**src/rtl/imem_loader_pkg.sv**
```systemverilog
// Shared types and constants for the boot-time instruction-memory loader.
// State encodings, header/word byte counts and stream widths.
package imem_loader_pkg;

    localparam int unsigned BYTE_W         = 8;
    localparam int unsigned WORD_W         = 32;
    localparam int unsigned HDR_BYTES      = 2;
    localparam int unsigned BYTES_PER_WORD = 4;
    localparam int unsigned BCNT_W         = $clog2(BYTES_PER_WORD);
    localparam int unsigned COUNT_W        = HDR_BYTES * BYTE_W;

    typedef enum logic [2:0] {
        ST_HDR0  = 3'd0,
        ST_HDR1  = 3'd1,
        ST_DATA  = 3'd2,
        ST_CSUM  = 3'd3,
        ST_DONE  = 3'd4,
        ST_ERROR = 3'd5
    } state_e;

endpackage

```
**src/rtl/imem_loader_byte_packer.sv**
```systemverilog
// Assembles little-endian bytes into 32-bit words; word_valid_c pulses
// combinationally with the byte that completes a word.
module imem_loader_byte_packer
    import imem_loader_pkg::*;
(
    input  logic                clk,
    input  logic                rst_n,
    input  logic                clr,
    input  logic                push,
    input  logic [BYTE_W-1:0]   push_byte,
    output logic                word_valid_c,
    output logic [WORD_W-1:0]   word_c
);

    localparam int unsigned SH_W = WORD_W - BYTE_W;

    logic [BCNT_W-1:0] cnt_q, cnt_d;
    logic [SH_W-1:0]   sh_q, sh_d;

    // Older bytes shift toward bit 0 so the first byte lands in [7:0].
    always_comb begin
        cnt_d = cnt_q;
        sh_d  = sh_q;
        if (clr) begin
            cnt_d = '0;
            sh_d  = '0;
        end else if (push) begin
            cnt_d = cnt_q + BCNT_W'(1);
            sh_d  = {push_byte, sh_q[SH_W-1:BYTE_W]};
        end
    end

    always_comb begin
        word_valid_c = push && !clr && (cnt_q == BCNT_W'(BYTES_PER_WORD - 1));
        word_c       = {push_byte, sh_q};
    end

    always_ff @(posedge clk or negedge rst_n) begin
        if (!rst_n) begin
            cnt_q <= '0;
            sh_q  <= '0;
        end else begin
            cnt_q <= cnt_d;
            sh_q  <= sh_d;
        end
    end

endmodule

```
**src/rtl/imem_loader.sv**
```systemverilog
// Boot loader: header word count + little-endian words into instruction memory,
// holding the core in reset until done. Optional checksum: IMEM_LOADER_CHECKSUM_EN.
module imem_loader
    import imem_loader_pkg::*;
#(
    parameter int unsigned ADDR_W = 8
) (
    input  logic                clk,
    input  logic                rst_n,
    input  logic                in_valid,
    output logic                in_ready,
    input  logic [BYTE_W-1:0]   in_byte,
    input  logic                reload,
    output logic                imem_we,
    output logic [ADDR_W-1:0]   imem_waddr,
    output logic [WORD_W-1:0]   imem_wdata,
    output logic                cpu_rst,
    output logic                done,
    output logic                error
);

    localparam int unsigned CMP_W = COUNT_W + 1;
    localparam logic [CMP_W-1:0] MAX_WORDS = CMP_W'(1) << ADDR_W;

`ifdef IMEM_LOADER_CHECKSUM_EN
    localparam state_e ST_END = ST_CSUM;
`else
    localparam state_e ST_END = ST_DONE;
`endif

    state_e               state_q, state_d;
    logic [ADDR_W-1:0]    addr_q, addr_d;
    logic [COUNT_W-1:0]   count_q, count_d;
    logic                 imem_we_q, imem_we_d;
    logic [ADDR_W-1:0]    imem_waddr_q, imem_waddr_d;
    logic [WORD_W-1:0]    imem_wdata_q, imem_wdata_d;
    logic                 cpu_rst_q, cpu_rst_d;
    logic                 done_q, done_d;
    logic                 error_q, error_d;
`ifdef IMEM_LOADER_CHECKSUM_EN
    logic [BYTE_W-1:0]    csum_q, csum_d;
`endif

    logic                 fire_c;
    logic                 restart_c;
    logic                 last_word_c;
    logic [COUNT_W-1:0]   hdr_count_c;
    logic                 word_valid_c;
    logic [WORD_W-1:0]    word_c;

    always_comb begin
        in_ready = (state_q == ST_HDR0) || (state_q == ST_HDR1) ||
                   (state_q == ST_DATA) || (state_q == ST_CSUM);
        fire_c      = in_valid && in_ready;
        hdr_count_c = {in_byte, count_q[BYTE_W-1:0]};
        last_word_c = (CMP_W'(addr_q) + CMP_W'(1)) == CMP_W'(count_q);
    end

    imem_loader_byte_packer u_packer (
        .clk          (clk),
        .rst_n        (rst_n),
        .clr          (restart_c),
        .push         (fire_c && (state_q == ST_DATA)),
        .push_byte    (in_byte),
        .word_valid_c (word_valid_c),
        .word_c       (word_c)
    );

    // Next-state, address/count tracking and registered write port.
    always_comb begin
        state_d      = state_q;
        addr_d       = addr_q;
        count_d      = count_q;
        imem_we_d    = 1'b0;
        imem_waddr_d = imem_waddr_q;
        imem_wdata_d = imem_wdata_q;
        restart_c    = 1'b0;
`ifdef IMEM_LOADER_CHECKSUM_EN
        csum_d       = csum_q;
`endif
        case (state_q)
            ST_HDR0: begin
                if (fire_c) begin
                    count_d = COUNT_W'(in_byte);
                    state_d = ST_HDR1;
                end
            end
            ST_HDR1: begin
                if (fire_c) begin
                    count_d = hdr_count_c;
                    if (hdr_count_c == '0) begin
                        state_d = ST_END;
                    end else if (CMP_W'(hdr_count_c) > MAX_WORDS) begin
                        state_d = ST_ERROR;
                    end else begin
                        state_d = ST_DATA;
                    end
                end
            end
            ST_DATA: begin
                if (fire_c) begin
`ifdef IMEM_LOADER_CHECKSUM_EN
                    csum_d = csum_q ^ in_byte;
`endif
                    if (word_valid_c) begin
                        imem_we_d    = 1'b1;
                        imem_waddr_d = addr_q;
                        imem_wdata_d = word_c;
                        addr_d       = addr_q + ADDR_W'(1);
                        if (last_word_c) begin
                            state_d = ST_END;
                        end
                    end
                end
            end
`ifdef IMEM_LOADER_CHECKSUM_EN
            ST_CSUM: begin
                if (fire_c) begin
                    state_d = (in_byte == csum_q) ? ST_DONE : ST_ERROR;
                end
            end
`endif
            ST_DONE, ST_ERROR: begin
                if (reload) begin
                    state_d   = ST_HDR0;
                    addr_d    = '0;
                    restart_c = 1'b1;
`ifdef IMEM_LOADER_CHECKSUM_EN
                    csum_d    = '0;
`endif
                end
            end
            default: state_d = ST_HDR0;
        endcase
        // cpu_rst lags state by one cycle so the final write lands first.
        cpu_rst_d = (state_q != ST_DONE);
        done_d    = (state_d == ST_DONE);
        error_d   = (state_d == ST_ERROR);
    end

    always_ff @(posedge clk or negedge rst_n) begin
        if (!rst_n) begin
            state_q      <= ST_HDR0;
            addr_q       <= '0;
            count_q      <= '0;
            imem_we_q    <= 1'b0;
            imem_waddr_q <= '0;
            imem_wdata_q <= '0;
            cpu_rst_q    <= 1'b1;
            done_q       <= 1'b0;
            error_q      <= 1'b0;
        end else begin
            state_q      <= state_d;
            addr_q       <= addr_d;
            count_q      <= count_d;
            imem_we_q    <= imem_we_d;
            imem_waddr_q <= imem_waddr_d;
            imem_wdata_q <= imem_wdata_d;
            cpu_rst_q    <= cpu_rst_d;
            done_q       <= done_d;
            error_q      <= error_d;
        end
    end

`ifdef IMEM_LOADER_CHECKSUM_EN
    always_ff @(posedge clk or negedge rst_n) begin
        if (!rst_n) begin
            csum_q <= '0;
        end else begin
            csum_q <= csum_d;
        end
    end
`endif

    assign imem_we    = imem_we_q;
    assign imem_waddr = imem_waddr_q;
    assign imem_wdata = imem_wdata_q;
    assign cpu_rst    = cpu_rst_q;
    assign done       = done_q;
    assign error      = error_q;

endmodule

```
**config.mk**
```make
export PLATFORM = sky130hd
export DESIGN_NAME = imem_loader
export DESIGN_NICKNAME = d
export VERILOG_FILES = /design/src/rtl/imem_loader_pkg.sv /design/src/rtl/imem_loader_byte_packer.sv /design/src/rtl/imem_loader.sv
export SDC_FILE = /design/constraint.sdc
export NUM_CORES = 1
export LEC_CHECK = 0
export BUFFER_PORTS_ARGS = -buffer_cell sky130_fd_sc_hd__clkbuf_2
export CAP_MARGIN = 20
export CORE_MARGIN = 2
export CORE_UTILIZATION = 45
export CTS_BUF_LIST = sky130_fd_sc_hd__clkbuf_2
export DETAILED_ROUTE_END_ITERATION = 6
export PLACE_DENSITY = 0.65
export SETUP_SLACK_MARGIN = 0.4
export SLEW_MARGIN = 25
export SYNTH_ARGS = -nofsm -noshare
export SYNTH_HDL_FRONTEND = slang
export SYNTH_SLANG_ARGS = --single-unit
```
**constraint.sdc**
```tcl
create_clock -name clk -period 3.69 [get_ports clk]
set_clock_uncertainty 0.1 [all_clocks]
set_input_delay 0.1845 -clock clk [delete_from_list [all_inputs] [get_ports clk]]
set_output_delay 0.1845 -clock clk [all_outputs]
set_load 0.005 [all_outputs]
```
== Yosys cells after proc, flatten, opt, wreduce, memory -nomap -nowiden ==
Index checks and enable logic that the tools add are counted.
Widths: inputs -> output; s select.

* Output and inout port bits: 45
* Word-level logic and storage cells: 75
* Register bits after elaboration: 97
* Input port bits: 12

* Bitwise gates (word level): 1
* $add $sub $neg: 3
* Reduce and logical (&&, ||, !) cells: 18
* Equality and inequality tests: 15
* Muxes and demuxes: 25
* Order comparisons: 1

{| class="wikitable"
|+ Operators with widths
! operator !! count
|-
| $mux 24 || 2
|-
| $mux 16 || 2
|-
| $pmux 16 s2 || 1
|-
| $mux 3 || 8
|-
| $mux 8 || 3
|-
| $eq 9x16->1 || 1
|-
| $gt 16x9->1 const B || 1
|-
| $logic_not 16->1 || 1
|-
| $pmux 8 s2 || 1
|-
| $eq 3x3->1 const B || 4
|-
| $pmux 3 s4 || 1
|-
| $add 8x1->9 const B || 1
|-
| $reduce_and 3->1 || 3
|-
| $add 8x1->8 const B || 1
|-
| $ne 2x2->1 const B || 4
|-
| $eq 3x2->1 const B || 2
|-
| $reduce_bool 2->1 || 3
|-
| $mux 1 || 5
|-
| $logic_and 1x1->1 || 4
|-
| $mux 2 || 2
|-
| $reduce_and 4->1 || 1
|-
| $eq 3x1->1 const B || 1
|-
| $logic_not 3->1 || 1
|-
| $logic_or 1x1->1 || 3
|-
| 7 further kinds || 7
|}

== Depth between registers and ports, before layout ==
Gate-level depths: netlist of run 1.

* Depth in word-level cells: 12
* Mapped depth: 10

== Cells and area by module ==
Synthesis of run 1 repeated with hierarchy kept, for this count alone.

* Cell total of the unflattened synthesis: 446
* Area, all modules: 4,322.9 um2

{| class="wikitable"
|+ By module, submodules not included
! module !! area each (um2) !! cells an instance !! seq. area each (um2) !! times used
|-
| imem_loader || 3,166.8 || 351 || 1,778.0 || 1
|-
| imem_loader_byte_packer || 1,156.1 || 95 || 650.6 || 1
|}

== Least setup slack after synthesis of run 1 ==
No wires, ideal clock.

* Path kind: register to register
* From: reg addr_q[0]
* To: reg state_q[1]
* Stages on the path, launching flop included: 9
* Arrival: 1.960 ns
* Slack: 1.511 ns
* Path buffers: 1
* Cell sequence: dfrtp_1 > ha_1 > buf_2 > xor2_1 > or3_1 > a211o_1 > o311ai_0 > o2111ai_1 > and2_1

* Cells in the longest elaborated chain, start to end: 6

{| class="wikitable"
|+ Ends and longest elaborated chain
! element !! RTL line !! RTL
|-
| from (decl) || imem_loader.sv:32 || <nowiki>logic [ADDR_W-1:0] addr_q, addr_d;</nowiki>
|-
| from (signal assigned) || imem_loader.sv:154 || <nowiki>addr_q <= addr_d;</nowiki>
|-
| $add 8x1->9 || imem_loader.sv:56 || <nowiki>last_word_c = (CMP_W'(addr_q) + CMP_W'(1)) == CMP_W'(count_q);</nowiki>
|-
| $eq 9x16->1 || imem_loader.sv:56 ||
|-
| $mux 3 || imem_loader.sv:110 || <nowiki>if (last_word_c) begin</nowiki>
|-
| $mux 3 || imem_loader.sv:105 || <nowiki>if (word_valid_c) begin</nowiki>
|-
| $mux 3 || imem_loader.sv:101 || <nowiki>if (fire_c) begin</nowiki>
|-
| $pmux 3 s4 || imem_loader.sv:81 || <nowiki>case (state_q)</nowiki>
|-
| via state_d[1] || imem_loader.sv:31 || <nowiki>state_e state_q, state_d;</nowiki>
|-
| to (signal assigned) || imem_loader.sv:153 || <nowiki>state_q <= state_d;</nowiki>
|-
| to (decl) || imem_loader.sv:31 ||
|}

The timed path passes the listed nets, and every way through them passes these cells.
A chain may end at the register's enable or synchronous reset.

== Final worst setup path of run 1 ==
* From: reg state_q[0]
* To: reg addr_q[4]

* Cells in the longest elaborated chain, start to end: 10
* Elaborated cells on any way between the ends: 22
* Those cells by class: eq/ne: 8; mux: 2; reduce/logical: 12

{| class="wikitable"
|+ Ends and longest elaborated chain
! element !! RTL line !! RTL
|-
| $eq 3x1->1 or $logic_not 3->1 (tied branches) || imem_loader.sv:52 || <nowiki>in_ready = (state_q == ST_HDR0) || (state_q == ST_HDR1) ||</nowiki>
|-
| $logic_or 1x1->1 (2 in series) || imem_loader.sv:52 ||
|-
| $logic_or 1x1->1 || imem_loader.sv:53 || <nowiki>(state_q == ST_DATA) || (state_q == ST_CSUM);</nowiki>
|-
| $logic_and 1x1->1 || imem_loader.sv:54 || <nowiki>fire_c = in_valid && in_ready;</nowiki>
|-
| $logic_and 1x1->1 || imem_loader.sv:63 || <nowiki>.push (fire_c && (state_q == ST_DATA)),</nowiki>
|-
| $logic_and 1x1->1 (2 in series) || imem_loader_byte_packer.sv:34 || <nowiki>word_valid_c = push && !clr && (cnt_q == BCNT_W'(BYTES_PER_WORD - 1));</nowiki>
|-
| $ne 2x1->1 (no line) || n/a ||
|-
| $reduce_and 4->1 (no line) || n/a ||
|}

Parallel ways exist; a longest one is shown, timed or not.

==> results.toml, run 1 <==
[status]
status = "finished clean"

[synthesis]
postSynthAreaPerCell_um2 = 11.0
yosysSeqAreaShare = 0.587
synth_top_area_frac = 0.580
ys_async_sr_fraction = 1.00
yosys_warnings = 0
synth-seq-cells = 97
synthFlopType = "dfrtp_1"
synth_cells = 376
synthTopCellsByArea = "dfrtp_1, nand2_1, mux2_2, a22o_1, nand3_1"
synth_top_cell_by_area = "dfrtp_1"
synth_edf_count = 0
ys_types = 47
syn-cell-area_um2 = 4140
syn_nets = 390

[sta]
finalHoldViolations = 0
rsz0062_at_grt = "no"
fmax_ghz = 0.410
fin_crit_sh = 0.660
timing.slew.headroom = 0.488
holdWs_ns = 0.0707
tightestPinTransition_ns = 0.768
setup_viol = 0
fin_setup_tns_ns = 0
fin_crit_ns = 2.44
report.final.slew_viol_count = 0

[cts]
ctsHoldBuffers = 10
ctsResizeCount = 0
worstSkewPairLatency_ns = 0.55
cts_sinks = 97
cts_root_buf = "clkbuf_2"
clk_pin_slew_worst_paths_ns = 0.28
cts_setup_buffers = 0
cts_tree = "done"
numCtsBuffers = 9
clk_path_buf_depth = 2
htree_levels = 3

[global_routing]
grt_pass1_vias = 2877
grt_pass1_wl_mm = 14.5
track_usage = 0.182
grt_max_degree = 88
antenna_found_initial = 0
gr-total-overflow = 0

[power_and_ir_drop]
cellLeakagePower_nw = 2.41
power_density_nw_per_um2 = 465
peakVddDrop_v = 0.000309

[route]
vias = 2953
wl_met2_mm = 3.82
wirelength_mm = 8.49
wl_met3_um = 309
post-route-drc-count = 0
ant_nets = 0
wl_met1_mm = 4.32
routedWlPerCell_um = 15.5
dr.pass1.iters = 4
dr.first_iter.drc_count = 181
via_per_inst = 5.38
top_layer = "met4"

[final_layout]
syn_to_final_growth_pct = 13.8
fin_nets = 450
final_common_cell = "nand2_1"
antenna_cells = 0
mostFrequentLayoutCells = "nand2_1, dfrtp_1, clkbuf_2"
layout-drive-gt1-share = 0.256

[floorplanning]
io_pins = 57
num_rows = 34
dieArea_um2 = 9980
die_height_um = 99.9
start_util = 0.470
fp.dieW_um = 99.9
core_um2 = 8810

[worst_setup_path]
path_class = "reg2reg"
end_kind = "flip-flop"
start_kind = "flip-flop"
cp.arrival_ns = 2.79
cp.required_ns = 4.04
crit_path_max_fanout = 34

[place]
place_congestion = 0.882
dp_hpwl_mm = 5.76
port_buffers = 56

[flow_run]
drv_cap = 0

[worst_hold_path]
holdCritPathClass = "in2reg"
==> critical path, cell delays in order, from the launching register on <==
cell and delay, ns:
dfrtp_1 0.62, nor4bb_4 0.36, nand2_2 0.23, inv_2 0.46, nand2_1 0.16, nor2_1 0.15
o221ai_1 0.13, o21a_1 0.13
==> cell type report <==
class                           count  area [um^2]
Clock inverter                      7         60.1
Inverter                            5         18.8
Timing Repair Buffer               69          409
Sequential cell                    97         2430
Fill cell                         809         4100
Tap cell                          108          135
Clock buffer                        9         45.0
Multi-Input combinational cell    254         1610
==> path summary, 6_finish.rpt <==
path	slack (ns)	endpoint	depth (start not counted)	start
hold reg to reg	0.41	imem_wdata[3]	2	imem_wdata[3]
min in group asynchronous	0.08	count_q[11]	2	rst_n
hold / removal	0.07	count_q[13]	4	in_valid
max in group asynchronous	2.64	cpu_rst	3	rst_n
setup reg to reg	1.25	addr_q[4]	7	state_q[0]
setup / recovery	1.25	addr_q[4]	7	state_q[0]
==> flip-flops by register name (all words and copies together), names as in the netlist <==
signal / flops
addr_q: 8
imem_wdata: 32
done: 1
u_packer.sh_q: 24
imem_we: 1
imem_waddr: 8
error: 1
u_packer.cnt_q: 2
count_q: 16
state_q: 3
cpu_rst: 1
==> logic make-up (layout without fill, tap and decap cells) <==
| logic type | after synthesis | after routing | share of synthesized area |
|---|---|---|---|
| AND/OR/NAND/NOR | 158 | 158 | 0.171 |
| flip-flops | 97 | 97 | 0.587 |
| AO/OA/AOI/OAI | 55 | 55 | 0.108 |
| multiplexers | 26 | 26 | 0.0707 |
| buffers and inverters | 25 | 90 | 0.0305 |
| XOR/XNOR | 13 | 13 | 0.0275 |
| adder cells (fa/ha/maj) | 2 | 2 | 0.00604 |
==> layer usage <==
| metal | vias to the layer above | global-route usage |
|---|---|---|
| met1 | 1457 | 0.275 |
| met4 | 0 | 0.0506 |
| met3 | 4 | 0.0376 |
| met2 | 59 | 0.270 |
| met5 | - | 0 |
| li1 | 1433 | - |
==> cell usage after synthesis (3+ instances only) <==
master / count
a21oi_1: 4
a22o_1: 24
and2_1: 3
buf_2: 8
buf_6: 3
clkbuf_1: 7
dfrtp_1: 96
inv_1: 4
mux2_2: 26
nand2_1: 107
nand3_1: 13
nand4_1: 3
nor2_1: 11
nor3_1: 4
nor4_1: 3
o2111ai_1: 3
o21ai_0: 9
or3_1: 3
xnor2_1: 6
xor2_1: 7
==> power by group <==
part           switching [mW]  internal, mW  total [mW]
logic                   0.223         0.185       0.408
clock network           0.379         0.102       0.482
registers               0.123          1.18        1.30
==> per-stage QoR <==
step	power, mW	util	cells	area, um^2	setup slack [ns]
3_3_place_gp	1.71	0.510	523	4490	1.31
5_1_grt	2.33	0.535	549	4710	0.996
4_1_cts	2.21	0.534	549	4700	1.22
2_1_floorplan	1.60	-	376	4140	1.51
3_5_place_dp	1.72	0.511	523	4500	1.26
6_report	2.19	0.535	549	4710	1.25
(Power assumes the default switching activity.)
==> inputs of run 2 (changes only) <==
- PLACE_DENSITY: 0.65 -> 0.67
- clock period: 3.69 -> 2.2 ns (I/O delays scaled with it)
==> results.toml, run 2 (synthesis results as in run 1) <==
[route]
post-route-drc-count = 0
routedWlPerCell_um = 16.0
ant_nets = 0
dr.first_iter.drc_count = 246
dr.pass1.iters = 5
via_per_inst = 5.45
vias = 3197
wirelength_mm = 9.41

[worst_setup_path]
cp.arrival_ns = 2.49
startpoint = "addr_q[1]"
path_cells = "ha_2 -> xor2_1 -> or3_1 -> a211o_1 -> o311ai_2 -> o2111ai_2 -> and2_1"
path_delay_family = "compound AO/OA/AOI/OAI gates"
cp.required_ns = 2.60
start_kind = "flip-flop"
r2r_start = "addr_q[1]"
ff2ff_path_depth = 7
crit_slowest_cell = "dfrtp_1"
path_class = "reg2reg"
cp_num_buf_inv = 0
end_kind = "flip-flop"
crit_path_max_fanout = 4
path_depth = 7
max_stage_delay_ns = 0.48

[sta]
fin_crit_sh = 0.952
rsz0062_at_grt = "yes"
report.final.slew_viol_count = 0
setup_viol = 0
fmax_ghz = 0.478
timing.slew.headroom = 0.654
fin_crit_ns = 2.09
setup_ws_ns = 0.107
tightestPinTransition_ns = 0.519
finalHoldViolations = 0
fin_setup_tns_ns = 0

[cts]
worstSkewPairLatency_ns = 0.60
cts_root_buf = "clkbuf_2"
clk_path_buf_depth = 2
numCtsBuffers = 9
clk_pin_slew_worst_paths_ns = 0.28
cts_sinks = 97
cts_tree = "done"
htree_levels = 3

[final_layout]
largest_register_ffs = 32
layout-drive-gt1-share = 0.338
final_common_cell = "nand2_1"
syn_to_final_growth_pct = 25.8
mostFrequentLayoutCells = "nand2_1, dfrtp_1, clkbuf_2"
fin_nets = 488
antenna_cells = 0
fillers = 735
multiInputGateArea_um2 = 1700
seq_area_um2 = 2430

[global_routing]
track_usage = 0.197
grt_pass1_vias = 3089
grt_max_degree = 40
grt_pass1_wl_mm = 15.4
antenna_found_initial = 0
gr-total-overflow = 0

[power_and_ir_drop]
power_density_nw_per_um2 = 766
peakVddDrop_v = 0.000634
cellLeakagePower_nw = 2.66

[place]
place_congestion = 0.886
pre_cts_ws_ns = 0.0495
port_buffers = 56
dp_hpwl_mm = 6.01

[worst_hold_path]
holdCritPathClass = "in2reg"
holdPathStages = 5
min_from = "in_byte[4]"

[status]
status = "finished clean"

[floorplanning]
dieArea_um2 = 9980
start_util = 0.470
fp.dieW_um = 99.9
core_um2 = 8810
num_rows = 34
die_height_um = 99.9
io_pins = 57

[flow_run]
drv_cap = 0
==> run 2: path summary, 6_finish.rpt <==
path / slack (ns) / end
worst min-delay path: 0.10 / state_q[0]
worst max register to register: 0.11 / state_q[1]
max in group asynchronous: 0.85 / count_q[0]
worst max-delay path: 0.11 / state_q[1]
worst min register to register: 0.41 / count_q[11]
min in group asynchronous: 0.43 / imem_wdata[30]
==> run 2: timing repair <==
| action | CTS | global route |
|---|---|---|
| endpoints found under the hold margin | 144 | 0 |
| pin swaps | 7 | 11 |
| gates cloned | 2 | 2 |
| resized for setup | 8 | 22 |
| buffers inserted | 7 | 8 |
| hold buffers | 12 | 0 |
| endpoints found under the setup margin | 58 | 47 |
==> run 2: power by group <==
part           internal [mW]  leakage, nW  switching (mW)  total, mW
clock                  0.196       0.0760           0.681      0.877
combinational          0.454         1.26           0.504      0.957
sequential              1.98         1.32           0.175       2.16
total                   2.63         2.66            1.36       3.99
==> run 2: through the flow <==
| step | hold slack (ns) | cell area (um^2) | std cells | power, mW | utilization |
|---|---|---|---|---|---|
| after CTS | 0.0495 | 5060 | 577 | 3.94 | 0.574 |
| after floorplan | -0.286 | 4170 | 376 | 2.68 | - |
| after global placement | 0.0165 | 4650 | 540 | 2.96 | 0.528 |
| after detailed placement | 0.0241 | 4650 | 540 | 2.98 | 0.528 |
| after global routing | 0.115 | 5210 | 587 | 4.22 | 0.591 |
| final | 0.100 | 5210 | 587 | 3.99 | 0.591 |
==> run 2: area by class of cell <==
| cell class | count | area share |
|---|---|---|
| Timing Repair inverter | 1 | 0.00168 |
| Clock buffer | 9 | 0.00865 |
| Clock inverter | 7 | 0.0156 |
| Sequential cell | 97 | 0.467 |
| Timing Repair Buffer | 105 | 0.148 |
| Inverter | 5 | 0.00601 |
| Multi-Input combinational cell | 255 | 0.327 |
| Tap cell | 108 | 0.0259 |
==> run 2: worst register-to-register path, delay by kind of cell, from the launching register on <==
family / cells / cell delay [ns]
and+or+nand+nor: 2 / 0.50
adders and majority gates: 1 / 0.22
DFF: 1 / 0.48
xor gates and xnor gates: 1 / 0.16
AOI/OAI and AO/OA: 3 / 0.57
==> run 2: per-layer routing <==
metal / wire length [um] / part of all wire / track usage
met5: 0 / 0 / 0
met4: 89 / 0.0095 / 0.0706
met3: 509 / 0.054 / 0.0355
met2: 4400 / 0.47 / 0.305
met1: 4410 / 0.47 / 0.283
==> inputs of run 3 (changes only) <==
- BUFFER_PORTS_ARGS: -buffer_cell sky130_fd_sc_hd__clkbuf_2 -> not set
- CELL_PAD_IN_SITES_DETAIL_PLACEMENT: not set -> 0
- CELL_PAD_IN_SITES_GLOBAL_PLACEMENT: not set -> 1
- DONT_BUFFER_PORTS: not set -> 1
- PLACE_DENSITY: 0.67 -> 0.75
==> results.toml, run 3 (synthesis results as in run 1) <==
[sta]
setup_viol = 0
fin_crit_sh = 0.949
timing.slew.headroom = 0.469
holdWs_ns = -0.938
finalHoldViolations = 97
rsz0062_at_grt = "yes"
fin_crit_ns = 2.09
report.final.slew_viol_count = 0
fin_setup_tns_ns = 0
tightestPinTransition_ns = 0.794
fmax_ghz = 0.479
setup_ws_ns = 0.113

[power_and_ir_drop]
power_frac_clock = 0.213
internal_power_mw = 2.57
combPwrFrac = 0.226
p_seq_frac = 0.560
cellLeakagePower_nw = 2.72
power_density_nw_per_um2 = 721
power_mw = 3.89
swShare = 0.339
peakVddDrop_v = 0.000508
p_sw_mw = 1.32

[floorplanning]
dieArea_um2 = 9980
num_rows = 34
core_um2 = 8810
fp.dieW_um = 99.9
die_height_um = 99.9
io_pins = 57
start_util = 0.470

[global_routing]
met1_usage = 0.297
grt_pass1_vias = 2967
grtUsageMet2 = 0.311
antenna_found_initial = 0
gr-total-overflow = 0
track_usage = 0.207
grt.busiest_layer = "met2"
use_met3 = 0.0453
grt_max_degree = 98
grt_pass1_wl_mm = 15.9

[place]
pre_cts_ws_ns = 0.0612
dp_hpwl_mm = 5.96
port_buffers = 0
place_congestion = 0.855
dp_cells = 478

[worst_setup_path]
end_kind = "flip-flop"
cp.arrival_ns = 2.51
path_cells = "ha_4 -> xor2_1 -> or3_1 -> a211o_1 -> o311ai_2 -> o2111ai_2 -> buf_4 -> o21ai_2"
startpoint = "addr_q[1]"
max_stage_delay_ns = 0.51
cp.required_ns = 2.62
crit_slowest_cell = "dfrtp_2"
r2r_end = "done"
path_class = "reg2reg"
start_kind = "flip-flop"
ff2ff_path_depth = 8
crit_path_max_fanout = 5
rrSetupSlack_ns = 0.11
r2r_start = "addr_q[1]"

[route]
wirelength_mm = 10.2
routedWlPerCell_um = 19.0
vias = 3093
ant_nets = 0
dr.first_iter.drc_count = 141
via_per_inst = 5.75
dr.pass1.iters = 4
post-route-drc-count = 0

[cts]
htree_levels = 3
clk_path_buf_depth = 2
cts_tree = "done"
clk_pin_slew_worst_paths_ns = 0.30
worstSkewPairLatency_ns = 0.58
numCtsBuffers = 9
cts_root_buf = "clkbuf_2"
cts_sinks = 97

[status]
status = "finished with violations"
violations = "hold timing"

[final_layout]
syn_to_final_growth_pct = 30.2
fillers = 723
mostFrequentLayoutCells = "dfrtp_1, nand2_1, mux2_2"
seq_area_um2 = 2440
fin_nets = 439
finalNonFillerCells = 538
antenna_cells = 0
largest_register_ffs = 32
multiInputGateArea_um2 = 1990
final_common_cell = "dfrtp_1"
layout-drive-gt1-share = 0.395

[flow_run]
drv_cap = 0

[worst_hold_path]
holdCritPathClass = "in2async"
[run 3: per-stage QoR]
step / util / area, um^2 / hold WS [ns]
5_1_grt: 0.612 / 5390 / -1.02
6_report: 0.612 / 5390 / -0.938
4_1_cts: 0.549 / 4830 / -0.982
3_3_place_gp: 0.488 / 4300 / -0.282
2_1_floorplan: - / 4170 / -0.286
3_5_place_dp: 0.488 / 4300 / -0.282
[run 3: layout make-up]
| cell class | count | area share |
|---|---|---|
| flip-flops and latches | 97 | 0.452 |
| multi-input cells | 255 | 0.368 |
| repair buffers | 54 | 0.121 |
| well taps | 108 | 0.0251 |
| clock inverters | 7 | 0.0123 |
| clock buffers | 9 | 0.00836 |
| inverters | 5 | 0.00650 |
| repair inverters | 3 | 0.00627 |
[run 3: worst max path at each step]
stage	end	slack (ns)
2_1_floorplan	state_q[1]	0.09
3_3_place_gp	state_q[1]	0.11
3_5_place_dp	state_q[1]	0.06
4_1_cts	done	0.1
5_1_grt	done	0.09
6_report	done	0.11
[run 3: routing by layer]
metal / part of all wire / routed length [um]
met1: 0.46 / 4710
met2: 0.48 / 4880
met3: 0.047 / 478
met4: 0.015 / 156
met5: 0 / 0
[run 3: power by group through the flow]
| stage | clock, mW | sequential [mW] | combinational (mW) |
|---|---|---|---|
| global route | 0.933 | 2.20 | 0.965 |
| floorplan | 0 | 2.13 | 0.545 |
| detailed placement | 0 | 2.19 | 0.645 |
| CTS | 0.859 | 2.17 | 0.758 |
| finish | 0.829 | 2.18 | 0.879 |
| global placement | 0 | 2.19 | 0.628 |
[run 3: what timing repair did]
item | CTS | global route
endpoints found under the hold margin | 164 | 106
pin swaps | 9 | 57
hold buffers | 10 | 3
resized for setup | 36 | 104
setup endpoints to repair | 46 | 69
cloned | 4 | 4
setup buffers | 12 | 11
[run 3: critical path, delay by kind of cell, from the launching register on]
kind,cells,cell delay (ns)
AO/OA/AOI/OAI,4,0.64
flip-flops,1,0.51
AND/OR/NAND/NOR,1,0.30
buffers and inverters,1,0.20
adder cells (fa/ha/maj),1,0.18
XOR/XNOR,1,0.13
